$ cat config.mk
export PLATFORM = sky130hd
export DESIGN_NAME = key_debounce_flat
export DESIGN_NICKNAME = d
export VERILOG_FILES = /design/src/rtl/key_debounce_if.sv /design/src/rtl/key_debounce.sv /design/src/flat_wrapper.sv
export SDC_FILE = /design/constraint.sdc
export NUM_CORES = 1
export LEC_CHECK = 0
export CORE_MARGIN = 5
export CORE_UTILIZATION = 48
export DETAILED_ROUTE_END_ITERATION = 7
export PLACE_DENSITY = 0.79
export SLEW_MARGIN = 15
export SYNTH_ARGS = -nofsm -noshare
export SYNTH_HDL_FRONTEND = slang
export SYNTH_SLANG_ARGS = --single-unit
$ cat constraint.sdc
create_clock -name clk -period 1.8 [get_ports clk]
set_input_delay 0.18 -clock clk [delete_from_list [all_inputs] [get_ports clk]]
set_output_delay 0.18 -clock clk [all_outputs]
set_load 0.005 [all_outputs]
$ cat src/rtl/key_debounce_if.sv
// rtl/key_debounce_if.sv - push-button/switch-bank signal bundle between pins and the debouncer.
interface key_debounce_if;
   logic        key_raw;
   logic [15:0] sw_raw;
   logic        key_out;
   logic [15:0] sw_out;
   logic        press_pulse;
   logic        release_pulse;

   modport master (
      output key_raw, sw_raw,
      input  key_out, sw_out, press_pulse, release_pulse
   );

   modport slave (
      input  key_raw, sw_raw,
      output key_out, sw_out, press_pulse, release_pulse
   );
endinterface

$ cat src/rtl/key_debounce.sv
// rtl/key_debounce.sv - synchronizes and debounces a push-button and latches the switch bank
// while the key is held.
module key_debounce #(
   parameter int DEBOUNCE_CYCLES = 500000,
   parameter bit KEY_ACTIVE_LOW  = 1'b1
) (
   input  logic          clk,
   input  logic          rst_n,
   key_debounce_if.slave bus
);
   localparam int              CW       = $clog2(DEBOUNCE_CYCLES + 1);
   localparam logic [CW-1:0]   CNT_LAST = CW'(DEBOUNCE_CYCLES - 1);

   typedef enum logic [1:0] {
      IDLE,
      PRESS_WAIT,
      PRESSED,
      RELEASE_WAIT
   } state_t;

   state_t        state;
   logic [CW-1:0] cnt;
   logic          key_s1;
   logic          key_s2;
   logic [15:0]   sw_s1;
   logic [15:0]   sw_s2;
   logic          key_s;

   // Synchronizers reset to the not-pressed pin level so no phantom press follows reset.
   always_ff @(posedge clk or negedge rst_n) begin
      if (!rst_n) begin
         key_s1 <= KEY_ACTIVE_LOW;
         key_s2 <= KEY_ACTIVE_LOW;
         sw_s1  <= 16'h0000;
         sw_s2  <= 16'h0000;
      end else begin
         key_s1 <= bus.key_raw;
         key_s2 <= key_s1;
         sw_s1  <= bus.sw_raw;
         sw_s2  <= sw_s1;
      end
   end

   assign key_s = KEY_ACTIVE_LOW ? ~key_s2 : key_s2;

   always_ff @(posedge clk or negedge rst_n) begin
      if (!rst_n) begin
         state             <= IDLE;
         cnt               <= '0;
         bus.key_out       <= 1'b0;
         bus.press_pulse   <= 1'b0;
         bus.release_pulse <= 1'b0;
         bus.sw_out        <= 16'h0000;
      end else begin
         bus.press_pulse   <= 1'b0;
         bus.release_pulse <= 1'b0;
         // Switch value is frozen for the whole time the key reads pressed.
         if (!bus.key_out) begin
            bus.sw_out <= sw_s2;
         end
         case (state)
            IDLE: begin
               if (key_s) begin
                  state <= PRESS_WAIT;
                  cnt   <= '0;
               end
            end
            PRESS_WAIT: begin
               if (!key_s) begin
                  state <= IDLE;
                  cnt   <= '0;
               end else if (cnt == CNT_LAST) begin
                  state           <= PRESSED;
                  cnt             <= '0;
                  bus.key_out     <= 1'b1;
                  bus.press_pulse <= 1'b1;
               end else begin
                  cnt <= cnt + 1'b1;
               end
            end
            PRESSED: begin
               if (!key_s) begin
                  state <= RELEASE_WAIT;
                  cnt   <= '0;
               end
            end
            RELEASE_WAIT: begin
               if (key_s) begin
                  state <= PRESSED;
                  cnt   <= '0;
               end else if (cnt == CNT_LAST) begin
                  state             <= IDLE;
                  cnt               <= '0;
                  bus.key_out       <= 1'b0;
                  bus.release_pulse <= 1'b1;
               end else begin
                  cnt <= cnt + 1'b1;
               end
            end
            default: begin
               state       <= IDLE;
               cnt         <= '0;
               bus.key_out <= 1'b0;
            end
         endcase
      end
   end
endmodule
$ cat src/flat_wrapper.sv
// flat-port wrapper written by rule: the top's interface ports become plain ports
module key_debounce_flat 
#(
   parameter int DEBOUNCE_CYCLES = 500000,
   parameter bit KEY_ACTIVE_LOW  = 1'b1
)
  (clk, rst_n, bus_key_raw, bus_sw_raw, bus_key_out, bus_sw_out, bus_press_pulse, bus_release_pulse);
  key_debounce_if bus_i ();
  input  logic clk;
  input  logic rst_n;
  input wire logic [$bits(bus_i.key_raw)-1:0] bus_key_raw;
  input wire logic [$bits(bus_i.sw_raw)-1:0] bus_sw_raw;
  output wire logic [$bits(bus_i.key_out)-1:0] bus_key_out;
  output wire logic [$bits(bus_i.sw_out)-1:0] bus_sw_out;
  output wire logic [$bits(bus_i.press_pulse)-1:0] bus_press_pulse;
  output wire logic [$bits(bus_i.release_pulse)-1:0] bus_release_pulse;
  assign bus_i.key_raw = bus_key_raw;
  assign bus_i.sw_raw = bus_sw_raw;
  assign bus_key_out = bus_i.key_out;
  assign bus_sw_out = bus_i.sw_out;
  assign bus_press_pulse = bus_i.press_pulse;
  assign bus_release_pulse = bus_i.release_pulse;
  key_debounce #(.DEBOUNCE_CYCLES(DEBOUNCE_CYCLES), .KEY_ACTIVE_LOW(KEY_ACTIVE_LOW)) u_core (.clk(clk), .rst_n(rst_n), .bus(bus_i));
endmodule
==> reports/summary.md <==
The later pin in the worst-skew pair is clocked with a latency of 340 ps. The worst hold slack across all endpoints is 162.2 ps. The tree built by TritonCTS fans out to 74 sinks. After detailed routing, the number of remaining DRC violations is 0.

The filler cells instantiated in the layout total 390. The routed design has 5413 um of wire. The signal on the critical path passes through or4b_4 -> nor4_4 -> buf_4 -> a21oi_4 -> a21o_1 -> a21o_1. In this run the remaining antenna-violating nets after routing total 0. The congestion estimate from routability-driven global placement came to 0.8585. The count of yosys warnings during synthesis is 0, and the layout-stage area growth over the synthesis result is 34.61%. DRC marker count from the first detailed-route iteration: 99.

In the layout the commonest cells are 72 x sky130_fd_sc_hd__dfrtp_1, 36 x sky130_fd_sc_hd__clkdlybuf4s50_1, 31 x sky130_fd_sc_hd__buf_4. For the starting density of the core, the log shows 49.74%. The die covers 7396 um^2. The tree is rooted in a sky130_fd_sc_hd__clkbuf_8.

The leading cell type in the layout, fill and taps excluded was sky130_fd_sc_hd__dfrtp_1. The critical path in this run is classified as flop to flop. For the finished layout, the period the worst path requires is 1905 ps. The horizontal extent of the die was 86 um. The top-level I/O count was 38; the number of nets produced by synthesis was 234. The tools report the startpoint type of the worst setup path as a flop. Largest net degree at the start of global routing: 39. The largest fanout of any net on the critical path was 8. Data arrives at the worst endpoint at 2130 ps. The worst clock skew came out at 10.35 ps. Library cell appearing most often on the critical path: sky130_fd_sc_hd__a21o_1.

The kind of end point of the critical path was a flop. At the worst endpoint, the required time is 2030 ps. Dividing the synthesized area by the synthesized cell count gives 12.96 um^2. In this run the vertical extent of the chip is 86 um.

Timing would allow up to 524.9 MHz. Port buffering added 37 buffers. Dividing the final minimum period by the clock period gives 105.8%. Dividing total power by cell area gives a power density of 863.2 nW/um^2. The final number of setup-violating endpoints is 12, and the total via count in the routed design is 1,934.

Summed over all cells, the static leakage comes to 0.001586 uW. In the routed layout, each cell is associated on average with a via count of 5.255. H-tree level count: 3. The longest clock path from root to sink contains 2 buffers. The number of slew-limit violations in the final report was 0. The slowest stage of the critical path belongs to the cell sky130_fd_sc_hd__or4b_4. Setup repair after global routing could not meet its margin everywhere. Longest individual stage delay on the worst path: 550 ps. The number of flip-flops and latches in the synthesized netlist works out to 74. For the worst flop-to-flop path, the logic depth is 6. The tools report the number of nets in the final layout as 311. After global routing the overflow that remains totals 0.

The worst-margin pin slew is 464.5 ps. The flow ran to the end, but the final reports show violations. The logs give 69.03% for the worst slew margin relative to its limit and 40 for the post-synthesis cell type count. The final-layout setup total negative slack was -549.6 ps. The clock slew seen by the registers of the worst setup and hold paths was 70 ps. The wire length of the first global-routing pass is 9197 um.

Site row count: 27. Dividing the detail-routed wire length by the instance count gives 14.71 um. The final hold violation count was 0; the number of antenna violations at the first check in global routing was 0. The checks that failed: setup timing.

The number of antenna diodes in the final layout is 0. For the number of buffers inserted during clock tree synthesis, the log shows 9. The run gives 0.7554 mV as the worst-case vdd ir drop. Once detailed placement completed, the half-perimeter wirelength came to 3659 um. The cell area that synthesis handed to floorplanning was 2773 um^2. The via count of the first global-routing pass was 1,959.

Total power for the finished layout comes to 3222 uW. Across every metal layer, demand over resource in global routing totals 16.17%. Counting every instance in the synthesized netlist gives 214. The final worst setup slack was -105.3 ps.

After synthesis, flip-flops and latches occupy 66.88% of the total area. The area of the core is 5574 um^2. The first detailed-routing pass ran for 4 iterations. The fraction of final layout cells sized beyond drive strength 1 was 29.39%. The class of the most critical hold timing path was input pin to asynchronous set/reset pin. TritonCTS built the clock tree.

Across the run, the number of max-cap violations was 0.
==> synthesized netlist by cell type (all sizes together) <==
library cell | number | area share (%)
dfrtp | 72 | 65
nand2 | 28 | 3.8
mux2 | 16 | 6.5
a21oi | 13 | 2.8
o21ai | 10 | 1.8
nand3 | 7 | 1.4
nand4 | 7 | 1.6
nor2 | 7 | 0.95
inv | 5 | 0.68
nor3 | 5 | 1.3
mux2i | 4 | 1.4
nor4 | 4 | 1.9
and3 | 3 | 0.68
clkbuf | 3 | 0.41
o211ai | 3 | 0.81
or3 | 3 | 0.68
a21o | 2 | 0.54
a31oi | 2 | 0.45
and2 | 2 | 0.45
buf | 2 | 0.68
dfstp | 2 | 1.9
nor3b | 2 | 0.54
xnor2 | 2 | 0.63
a22o | 1 | 0.32
a2bb2oi | 1 | 0.32
ha | 1 | 0.45
nand2b | 1 | 0.23
nand3b | 1 | 0.27
nor4b | 1 | 0.32
o22ai | 1 | 0.23
o31a | 1 | 0.32
or2 | 1 | 0.23
or4b | 1 | 0.50
==> worst paths after layout <==
path	to	startpoint	slack, ps
max	u_core.cnt[15]	u_core.cnt[12]	-110
min	u_core.sw_s1[12]	rst_n	160
max reg2reg	u_core.cnt[15]	u_core.cnt[12]	-110
min reg2reg	u_core.sw_s2[8]	u_core.sw_s1[8]	350
max in group asynchronous	u_core.key_s1	rst_n	1010
min in group clk	u_core.key_s1	bus_key_raw	250
==> flip-flops by register name (all words and copies together) (netlist names), named ones only <==
name                      cells
u_core.key_s1                 1
u_core.cnt                   19
u_core.sw_s1                 16
u_core.sw_s2                 16
u_core.bus.press_pulse        1
u_core.key_s2                 1
u_core.bus.key_out            1
u_core.bus.release_pulse      1
u_core.state                  1
u_core.bus.sw_out            16
==> logic make-up (layout without fill, tap and decap cells) <==
| family | count (synthesis) | count (layout) | synth area share (%) |
|---|---|---|---|
| DFF | 74 | 74 | 66.88 |
| muxes | 20 | 20 | 7.942 |
| adders and majority gates | 1 | 1 | 0.4512 |
| and+or+nand+nor | 73 | 73 | 14.80 |
| buffers and inverters | 10 | 91 | 1.760 |
| xor gates and xnor gates | 2 | 2 | 0.6319 |
| AOI/OAI and AO/OA | 34 | 35 | 7.536 |
==> per-layer routing <==
metal  global-route usage [%]  part of all wire [%]
met1                    19.60                    41
met2                    26.35                    52
met3                    5.379                   5.7
met4                    6.906                   1.3
met5                        0                     0
==> metrics by stage <==
step,instance area (um^2),std cells,util (%),worst slack [ps]
5_1_grt,3732,368,66.96,-182.3
3_3_place_gp,3393,344,60.88,-58.24
2_1_floorplan,2773,214,-,36.94
4_1_cts,3621,361,64.96,-77.47
6_report,3732,368,66.96,-105.3
3_5_place_dp,3393,344,60.88,-122.2
==> final cells by class <==
class	count	area, um^2	area share, %
Clock buffer	10	137.6	3.688
Clock inverter	6	63.81	1.710
Inverter	5	18.77	0.5028
Multi-Input combinational cell	131	948.4	25.41
Sequential cell	74	1854	49.68
Tap cell	72	90.09	2.414
Timing Repair Buffer	70	619.3	16.59
==> worst max-delay path, delay by kind of cell, from the launching register on <==
family	cells	cell delay, ps
DFF	1	380
AOI/OAI and AO/OA	3	460
and+or+nand+nor	2	770
buffers and inverters	1	180
==> power by group <==
part / switching (uW) / total [uW] / leakage [uW] / internal, uW
combinational: 89.4 / 198 / 0.000575 / 109
clock: 599 / 1280 / 0.0000987 / 677
sequential: 23.6 / 1750 / 0.000912 / 1720
total: 712 / 3220 / 0.00159 / 2510
==> what timing repair did <==
action                                 4_1_cts  5_1_grt
hold buffers                                 1        0
setup endpoints to repair                   12       20
endpoints found under the hold margin       72        0
cloned                                       0        1
buffers inserted                             0        6
resized for setup                            2       14
pin swaps                                    0       16
(Power assumes the default switching activity.)
==> patch 1, RTL diff (config.mk and constraints unchanged) <==
`KEY_ACTIVE_LOW` is set to 1'b1 in 2 places; all go to 1'b0.
--- a/src/rtl/key_debounce.sv
+++ b/src/rtl/key_debounce.sv
@@ -2,7 +2,7 @@
 // while the key is held.
 module key_debounce #(
    parameter int DEBOUNCE_CYCLES = 500000,
-   parameter bit KEY_ACTIVE_LOW  = 1'b1
+   parameter bit KEY_ACTIVE_LOW  = 1'b0
 ) (
    input  logic          clk,
    input  logic          rst_n,
--- a/src/flat_wrapper.sv
+++ b/src/flat_wrapper.sv
@@ -2,7 +2,7 @@
 module key_debounce_flat 
 #(
    parameter int DEBOUNCE_CYCLES = 500000,
-   parameter bit KEY_ACTIVE_LOW  = 1'b1
+   parameter bit KEY_ACTIVE_LOW  = 1'b0
 )
   (clk, rst_n, bus_key_raw, bus_sw_raw, bus_key_out, bus_sw_out, bus_press_pulse, bus_release_pulse);
   key_debounce_if bus_i ();
Formal check against the unedited RTL: same outputs for any inputs over 10 cycles, from zero or initial values and one cycle with rst_n low; that may be too few to reach the edited logic, so the function may still have changed.
==> patch 1 against the original RTL <==
The flow still finishes with violations (negative setup slack). Worst setup slack worse by 0.13 ns. Sequential cell count did not move. Area after synthesis is 2.2% lower. Combinational power rose by 11%. Routed wire length rose by 4.3%. Synthesized cell count decreased by 3.7%. Power decreased by 3.0%. Final area is 0.94% lower. Clock power decreased by 9%. Global-route usage is 1.7 points higher. Worst hold slack better by 0.095 ns. Highest routed layer unchanged.
==> patch 1: results <==
[cells_and_area]
multi_input_area_share_pct = 24.8
clkbuf_count = 11
multi_input_area_um2 = 916
regArea_um2 = 1850
fill_cells = 377
area_growth_pct = 36.3
layout.cells.non_filler = 358
multi_input_gates = 122
clkCellAreaFrac_pct = 4.87
signal_buffers = 69

[placement]
dp_cells = 336
dp_hpwl_um = 3780
gp_congestion = 0.937
placed_cell_area_um2 = 3360

[routing]
vias = 1881

[synthesis]
synth-seq-area-share_pct = 68.3
synth_area_leaders = "dfrtp_1, mux2_2, a21o_1"
synthesis.nets = 226
netlist.area_leader.share_pct = 68.3
synth_common_cells = "dfrtp_1, mux2_2, nand2_1, nand3_1, a21oi_1"
synth_xor_area_share_pct = 0.969
synth_adder_area_share_pct = 0.461
syn_area_per_cell_um2 = 13.2
muxShareOfSynthArea_pct = 8.16
synth_cell_types = 35
synth_compound_area_share_pct = 7.89

[sta]
holdWs_ns = 0.257
clock_skew_ns = 0.00667
setup_violations = 22
worst_slack_ns = -0.238
worstMarginPinSlew_ns = 0.476

[worst_setup_path]
cp.arrival_ns = 2.29
r2r-end = "u_core.cnt[14]$_DFFE_PN0P_"
cp_max_fo = 5
critPathLaunch = "u_core.cnt[6]$_DFFE_PN0P_"

[outcome]
violations = "negative setup slack"
status = "finished with violations"

[global_routing]
grt_usage_pct = 17.9
grt_start_max_net_pins = 75
grt_pass1_vias = 2017

[worst_hold_path]
min_path_type = "input pin to flop"

[clocking]
post-cts-setup-buffers = 1

[power]
p_leak_nw = 1.63
p_sw_w = 0.000736
powerClk_w = 0.00116
ir_drop_mv = 0.549
==> patch 1: per-layer routing <==
layer	up-vias	wire, um	track usage [%]
met5	-	0	0
met2	46	3000	30.1
met1	939	2220	20.6
met4	0	121	8.20
li1	886	-	-
met3	10	298	6.02
==> patch 1: critical path: stages (launching register included) <==
cell	delay (ns)
dfrtp_1	0.39
or4_4	0.55
nor4_4	0.36
a21oi_2	0.15
buf_6	0.17
a21o_1	0.15
a21o_1	0.16
==> patch 1: through the flow <==
| stage | worst slack [ns] | setup TNS [ns] | util (%) | total power [W] |
|---|---|---|---|---|
| final | -0.238 | -3.45 | 67.1 | 0.00313 |
| after global routing | -0.289 | -4.68 | 67.1 | 0.00329 |
| after CTS | -0.235 | -3.15 | 65.8 | 0.00316 |
| after detailed placement | -0.216 | -3.02 | 61.0 | 0.00198 |
| after global placement | -0.146 | -1.76 | 61.0 | 0.00197 |
| after floorplan | -0.133 | -1.17 | - | 0.00183 |
==> patch 2, RTL diff (config.mk and constraints unchanged) <==
Without the edit above. The 4 states of `state_t` get a one-hot encoding in 4 bits.
--- a/src/rtl/key_debounce.sv
+++ b/src/rtl/key_debounce.sv
@@ -11,11 +11,11 @@
    localparam int              CW       = $clog2(DEBOUNCE_CYCLES + 1);
    localparam logic [CW-1:0]   CNT_LAST = CW'(DEBOUNCE_CYCLES - 1);
 
-   typedef enum logic [1:0] {
-      IDLE,
-      PRESS_WAIT,
-      PRESSED,
-      RELEASE_WAIT
+   typedef enum logic [3:0] {
+      IDLE         = 4'b0001,
+      PRESS_WAIT   = 4'b0010,
+      PRESSED      = 4'b0100,
+      RELEASE_WAIT = 4'b1000
    } state_t;
 
    state_t        state;
Function: no difference found for any inputs over 10 cycles, from zero or initial values and one cycle with rst_n low; not proved beyond that.
==> patch 2 against the original RTL <==
Critical path depth stayed put. Final area is 3.5% higher. Worst setup slack gained 0.16 ns. Power increased by 8.4%. Sequential cell count rose by 2. Cell count grew 4.3%. Area after synthesis up 9.0%. Synthesized cell count up 13%. First-iteration DRC count increased by 29%. Routed wire length is 6.4% higher. Maximum frequency rose by 9.1%. Clock power grew 4%. Critical path type unchanged. Largest cell class unchanged. Largest power group unchanged.
==> patch 2: results <==
[worst_hold_path]
min_path_type = "input pin to asynchronous set/reset pin"

[sta]
slew_headroom_pct = 74.0
setup_violations = 0
clock_skew_ns = 0.00712

[routing]
drtAntennaViolNets = 0
vias = 2050
drt_iter0_markers = 128
totalWireLength_um = 5760
wl_per_cell_um = 15.0
drt_pass1_iterations = 4

[cells_and_area]
finalNetCount = 322
antennaDiodeCount = 0
drive_above_1_share_pct = 25.1
largest_reg_flops = 19
top_register = "u_core.cnt"

[worst_setup_path]
timing.rr.start = "u_core.cnt[7]$_DFFE_PN0P_"
regToRegSetupSlack_ns = 0.05
worstSetupStartpointType = "flop"
cp.arrival_ns = 1.99
cp_max_fo = 7

[clocking]
h-tree-depth = 3
cts_buffer_depth = 2
clk_latency_ns = 0.35
cts-root-buf = "clkbuf_8"
cts_made_buffers = 9
path_clk_slew_ns = 0.08

[power]
p_leak_nw = 1.60
ir_drop_mv = 1.01
sw_frac_of_total_pct = 24.0

[global_routing]
use_met2_pct = 27.4
grt_start_max_net_pins = 62
grtUsageMet3_pct = 4.70
grt_usage_pct = 16.5
antenna_found_initial = 0
grt_first_pass_wirelength_um = 10100
grt_pass1_vias = 2188
gr-usage-met1_pct = 20.4

[synthesis]
synthesis.nets = 261
synth_common_cells = "dfrtp_1, nand2_1, nor2_1, mux2_2, o21ai_0"
yosys_warnings = 0
syn_area_per_cell_um2 = 12.5
async_flop_share_pct = 100
synth_cell_types = 50
synth_area_leaders = "dfrtp_1, mux2_2, dfstp_2"
synth-seq-area-share_pct = 63.1

[outcome]
status = "complete, no violations"

[placement]
placed_cell_area_um2 = 3550
dp_cells = 363
gp_congestion = 0.905
portBuffers = 37
dp_hpwl_um = 3900
==> patch 2: cell types whose count changed after synthesis, moves of 5 or more <==
cell     before  now
o21ai_0       7   12
nand2_1      28   18
nor2_1        7   18
nor3_1        3    9
xnor2_1       2    8
==> patch 2: logic make-up after synthesis <==
logic type      after synthesis  share of synthesized area, %
buf+inv                      15                          3.97
fa+ha+maj                     1                         0.414
xor+xnor                     12                          3.48
simple gates                 89                          16.1
flops                        76                          63.1
mux                          18                          6.63
compound gates               30                          6.29
==> patch 2: final timing paths <==
path                                                    end  cells past startpoint
worst max register to register    u_core.cnt[3]$_DFFE_PN0P_                      6
worst max-delay path              u_core.cnt[3]$_DFFE_PN0P_                      6
worst min-delay path              u_core.sw_s1[6]$_DFF_PN0_                      2
worst min register to register    u_core.sw_s2[7]$_DFF_PN0_                      0
max in group asynchronous       u_core.state[0]$_DFFE_PN1P_                      3
min in group clk                    u_core.key_s1$_DFF_PN1_                      1
==> patch 2: layout make-up <==
class                      instances  area [um2]
sequential                        76        1910
inverter                           3        11.3
clock buffer                      10         138
multi-input combinational        150        1040
tap                               77        96.3
clock inverter                     6        71.3
timing repair buffer              62         596
fill                             475        2380
==> patch 2: power groups by stage <==
stage,registers (W),clock network (W),logic [W]
finish,0.00181,0.00133,0.000349
global route,0.00182,0.00145,0.000383
CTS,0.00181,0.00137,0.000322
detailed placement,0.00184,0,0.000315
global placement,0.00184,0,0.000304
floorplan,0.00183,0,0.000159
==> patch 2: metal layers <==
metal	vias up	wire [um]
li1	958	-
met2	54	2950
met3	13	257
met1	1025	2440
met5	-	0
met4	0	114
==> patch 2: stage by stage <==
step                hold slack, ns  setup slack [ns]
floorplan                   -0.116           0.00615
global placement            0.0445            0.0818
detailed placement          0.0467           0.00639
CTS                          0.204           0.00216
global route                 0.219           -0.0290
finish                       0.218            0.0539
==> patch 2: critical path, stage by stage (launching register included) <==
cell and delay (ns):
dfrtp_1 0.47, nor4_1 0.33, and4_1 0.25, a21oi_1 0.07, buf_4 0.17, a21o_2 0.19, a21o_1 0.16
==> patch 2: what timing repair did <==
action                     4_1_cts  5_1_grt
setup endpoints to repair        4       11
buffers inserted                 0        4
pin swaps                        0        2
gates resized for setup          1       12
hold endpoints to repair        52        0
hold buffers                     1        0
